<file path="config.mk">
export PLATFORM = sky130hd
export DESIGN_NAME = icache_dm
export DESIGN_NICKNAME = d
export VERILOG_FILES = /design/src/rtl/icache_dm.sv
export SDC_FILE = /design/constraint.sdc
export NUM_CORES = 1
export LEC_CHECK = 0
export CORE_UTILIZATION = 40
export CTS_BUF_LIST = sky130_fd_sc_hd__clkbuf_4
export DETAILED_ROUTE_END_ITERATION = 8
export SETUP_SLACK_MARGIN = 0.1
export SLEW_MARGIN = 20
export SYNTH_ARGS = -nofsm -noshare
export SYNTH_HDL_FRONTEND = slang
export SYNTH_SLANG_ARGS = --single-unit
</file>
<file path="constraint.sdc">
create_clock -name CLK -period 5.55 [get_ports CLK]
set_input_delay 0.8325 -clock CLK [delete_from_list [all_inputs] [get_ports CLK]]
set_output_delay 0.8325 -clock CLK [all_outputs]
set_load 0.02 [all_outputs]
</file>
<file path="src/rtl/icache_dm.sv">
// Direct-mapped instruction cache, one 32-bit word per frame.
// Hits are served combinationally in IDLE; a miss blocks in FETCH until memory returns the word.
module icache_dm #(
   parameter int SETS = 16
) (
   input  logic        CLK,
   input  logic        RST,
   input  logic        imemREN,
   input  logic [31:0] imemaddr,
   input  logic        flush,
   output logic        ihit,
   output logic [31:0] imemload,
   output logic        iREN,
   output logic [31:0] iaddr,
   input  logic        iwait,
   input  logic [31:0] iload,
   output logic [15:0] hit_count,
   output logic [15:0] miss_count
);

   localparam int IW = $clog2(SETS);
   localparam int TW = 30 - IW;

   typedef enum logic {IDLE, FETCH} state_t;

   state_t          r_state;
   state_t          w_next;
   logic [SETS-1:0] r_valid;
   logic [TW-1:0]   r_tag  [SETS];
   logic [31:0]     r_data [SETS];
   logic [29:0]     r_addr;
   logic [15:0]     r_hits;
   logic [15:0]     r_miss;

   logic [IW-1:0]   w_idx;
   logic [TW-1:0]   w_tag;
   logic [IW-1:0]   w_fidx;
   logic [TW-1:0]   w_ftag;
   logic            w_match;
   logic            w_hit;
   logic            w_miss;
   logic            w_fill;
   logic            w_unused_boff;

   assign w_idx         = imemaddr[IW+1:2];
   assign w_tag         = imemaddr[31:IW+2];
   assign w_fidx        = r_addr[IW-1:0];
   assign w_ftag        = r_addr[29:IW];
   assign w_match       = r_valid[w_idx] && (r_tag[w_idx] == w_tag);
   assign w_unused_boff = ^imemaddr[1:0];

   always_ff @(posedge CLK or posedge RST) begin
      if (RST) begin
         r_state <= IDLE;
         r_valid <= '0;
         r_addr  <= '0;
         r_hits  <= '0;
         r_miss  <= '0;
      end else begin
         r_state <= w_next;
         // Flush wins over a fill completing in the same cycle.
         if (flush) begin
            r_valid <= '0;
         end else if (w_fill) begin
            r_valid[w_fidx] <= 1'b1;
         end
         if (w_miss) begin
            r_addr <= imemaddr[31:2];
            r_miss <= r_miss + 16'd1;
         end
         if (w_hit) begin
            r_hits <= r_hits + 16'd1;
         end
      end
   end

   // Tag and data storage carry no reset; the valid bits guard them.
   always_ff @(posedge CLK) begin
      if (w_fill) begin
         r_tag[w_fidx]  <= w_ftag;
         r_data[w_fidx] <= iload;
      end
   end

   always_comb begin
      w_next = r_state;
      w_hit  = 1'b0;
      w_miss = 1'b0;
      w_fill = 1'b0;
      iREN   = 1'b0;
      case (r_state)
         IDLE: begin
            if (imemREN && !flush) begin
               if (w_match) begin
                  w_hit = 1'b1;
               end else begin
                  w_miss = 1'b1;
                  w_next = FETCH;
               end
            end
         end
         FETCH: begin
            iREN = 1'b1;
            if (flush) begin
               w_next = IDLE;
            end else if (!iwait) begin
               w_fill = 1'b1;
               w_next = IDLE;
            end
         end
         default: w_next = IDLE;
      endcase
   end

   assign ihit       = w_hit;
   assign imemload   = w_hit ? r_data[w_idx] : 32'd0;
   assign iaddr      = {r_addr, 2'b00};
   assign hit_count  = r_hits;
   assign miss_count = r_miss;

endmodule

</file>
==> impl_metrics.toml <==
[cts]
worst_skew_pair.late_latency_ns = 1.13
cts-root-buf = "clkbuf_4"
clkTransAtPathRegs_ns = 0.06
htreeDepth = 5
clock_path_buffers = 4
cts_tree = "built"
numCtsBuffers = 278
cts_sinks = 1007

[floorplan]
fp.dieW_um = 315
dieHeight_um = 315
coreArea_um2 = 96900
fp-row-count = 114
ioPinCount = 167
start_util_pct = 40.5
dieArea_um2 = 99200

[yosys]
yosysMostFrequentCell = "edfxtp_1"
syn-instance-count = 1770
synth_edf_count = 928
ys_types = 61
yosysTopAreaCellShare_pct = 71.1
synth_common_cells = "928 x edfxtp_1, 259 x mux4_2, 79 x dfrtp_1"
synth_area_um2 = 39200
synth_top_family_by_area = "multiplexers"
synth_top_area_cell = "edfxtp_1"
synth_mux_area_share_pct = 17.5
ys_ff_latch = 1007
yosysSeqAreaShare_pct = 76.2
synthAdderAreaFrac_pct = 0.0639
synth_simple_gate_area_share_pct = 2.81
ys_warn_count = 0
synth.avg_cell_area_um2 = 22.1
synthTopCellsByArea = "edfxtp_1 71%, mux4_2 15%, dfrtp_1 5.0%"
synth_flop_cell = "edfxtp_1"
synth_xor_area_share_pct = 1.30
ys_async_sr_fraction_pct = 7.85
synth_compound_area_share_pct = 0.843

[sta]
fmax_mhz = 192
finalSetupViolations = 0
min_period_ns = 5.22
fin_tns_setup_ns = 0
holdWs_ns = 0.408
skew_ns = 0.0910
worst_slew_pin_slew_ns = 1.13
slew_headroom_pct = 24.6
drv_slew = 0
finalCritPeriodShare_pct = 94.1
hold_viol_final = 0
rsz0062_at_grt = "no"

[layout]
utilization_pct = 47.9
nNetsFinal = 2291
drive_gt1_share_pct = 34.6
final_cells = 3673
area_growth_pct = 18.3

[critical_path]
critPathKind = "flop to output pin"
critPathCaptureType = "output pin"
worstPathArrival_ns = 4.39
crit_fanout = 11
crit_path_start_kind = "flop"
reg2regPathDepth = 8
required_ns = 4.72

[routing]
dr.pass1.iters = 7
postRouteWirelength_um = 92200
first_iter_violations = 1442
drc = 28
via_per_inst = 5.39
antenna_left = 0
avgRoutedWirePerCell_um = 25.1
via_count = 19800

[placement]
dp_cells = 3213
place_congestion = 0.797
dpl.hpwl_um = 50400
io_buffers = 162

[global_routing]
grt_max_degree = 84
track_usage_pct = 19.0
antenna_found_initial = 5
overflow = 0
grt_pass1_wl_um = 136000
grt_pass1_vias = 21200

[run_status]
violations = "DRC"
status = "complete, but fails checks"

[flow_run]
cap_violations = 0

[worst_hold_path]
hp-class = "input pin to flop"
whs_path_depth = 2

[power_and_ir_drop]
ir_worst_vdd_mv = 0.208
p_leak_nw = 15.6
powerDensity_nw_per_um2 = 345
power.total_w = 0.0160
## path summary, 6_finish.rpt
check	startpoint	to	slack, ns
setup / recovery	r_tag[12][10]$_DFFE_PP_	ihit	0.33
hold / removal	iwait	r_state$_DFF_PP0_	0.41
setup reg to reg	r_tag[11][17]$_DFFE_PP_	r_addr[4]$_DFFE_PP0P_	2.10
hold reg to reg	hit_count[15]$_DFFE_PP0P_	hit_count[15]$_DFFE_PP0P_	0.47
max in group asynchronous	RST	r_addr[6]$_DFFE_PP0P_	3.71
min in group asynchronous	RST	miss_count[5]$_DFFE_PP0P_	0.69
## sequential cells by signal (all words and copies together) (netlist names)
signal and count:
r_data 512, r_state 1, miss_count 16, r_addr 30
hit_count 16, r_tag 416, r_valid 16
## metal layers
layer / track usage, % / part of all wire [%]
met2: 30.9 / 50
met1: 25.2 / 42
met5: 0 / 0.034
met4: 6.98 / 2.1
met3: 3.92 / 5.4
## power by group
| part | leakage, nW | switching, W | total (W) | internal (W) |
|---|---|---|---|---|
| Combinational | 4.24 | 0.000560 | 0.00105 | 0.000495 |
| Sequential | 9.37 | 0.000230 | 0.00877 | 0.00854 |
| Clock | 1.97 | 0.00285 | 0.00619 | 0.00334 |
## cells in the final DEF (no fill, tap or decap), drive strengths merged, types with 14 or more instances in the layout
cell type and n:
buf 97, clkbuf 403, clkdlybuf4s50 126, clkinv 38
dfrtp 79, dlygate4sd2 32, edfxtp 928, inv 17
mux2 39, mux2i 60, mux4 259, nand2 20
nand3 16, nand4 14, nor2 60, nor2b 36
nor3 15, xnor2 37, xor2 21
## critical path, cell delays in order, from the launching register on
cell and delay [ns]:
edfxtp_1 0.38, mux4_2 0.46, mux4_2 0.53, xnor2_4 0.22, nand4b_1 0.19, nor4_4 0.36, nand4b_4 0.15, buf_12 0.18
buf_12 0.15, inv_1 0.05, clkdlybuf4s50_1 0.59
## timing repair
| action | CTS | global route |
|---|---|---|
| hold endpoints to repair | 4 | 0 |
| setup endpoints to repair | 33 | 1 |
| hold buffers | 1 | 0 |
| pin swaps | 1 | 1 |
| resized for setup | 36 | 0 |
| buffers inserted | 2 | 0 |
## cell type report
class | count | area (µm²)
repair buffers | 256 | 2580
inverters | 9 | 38.8
multi-input cells | 668 | 9040
well taps | 1276 | 1600
diodes | 7 | 17.5
flip-flops and latches | 1007 | 29800
clock inverters | 47 | 210
clock buffers | 403 | 3030
fillers | 8082 | 50500
## logic make-up after synthesis
logic type                 count (synthesis)
other                                      1
DFF                                     1007
AOI/OAI and AO/OA                         44
and+or+nand+nor                          204
adders and majority gates                  2
xor gates and xnor gates                  58
buffers and inverters                     96
muxes                                    358
## per-stage QoR
step                      worst slack (ns)  instance area (µm²)
after floorplan                      0.719                39200
after global placement             -0.0645                43100
after detailed placement           -0.0510                43100
after CTS                            0.162                46300
after global routing                 0.103                46400
final                                0.330                46400
Power figures use the tool's default switching activity.
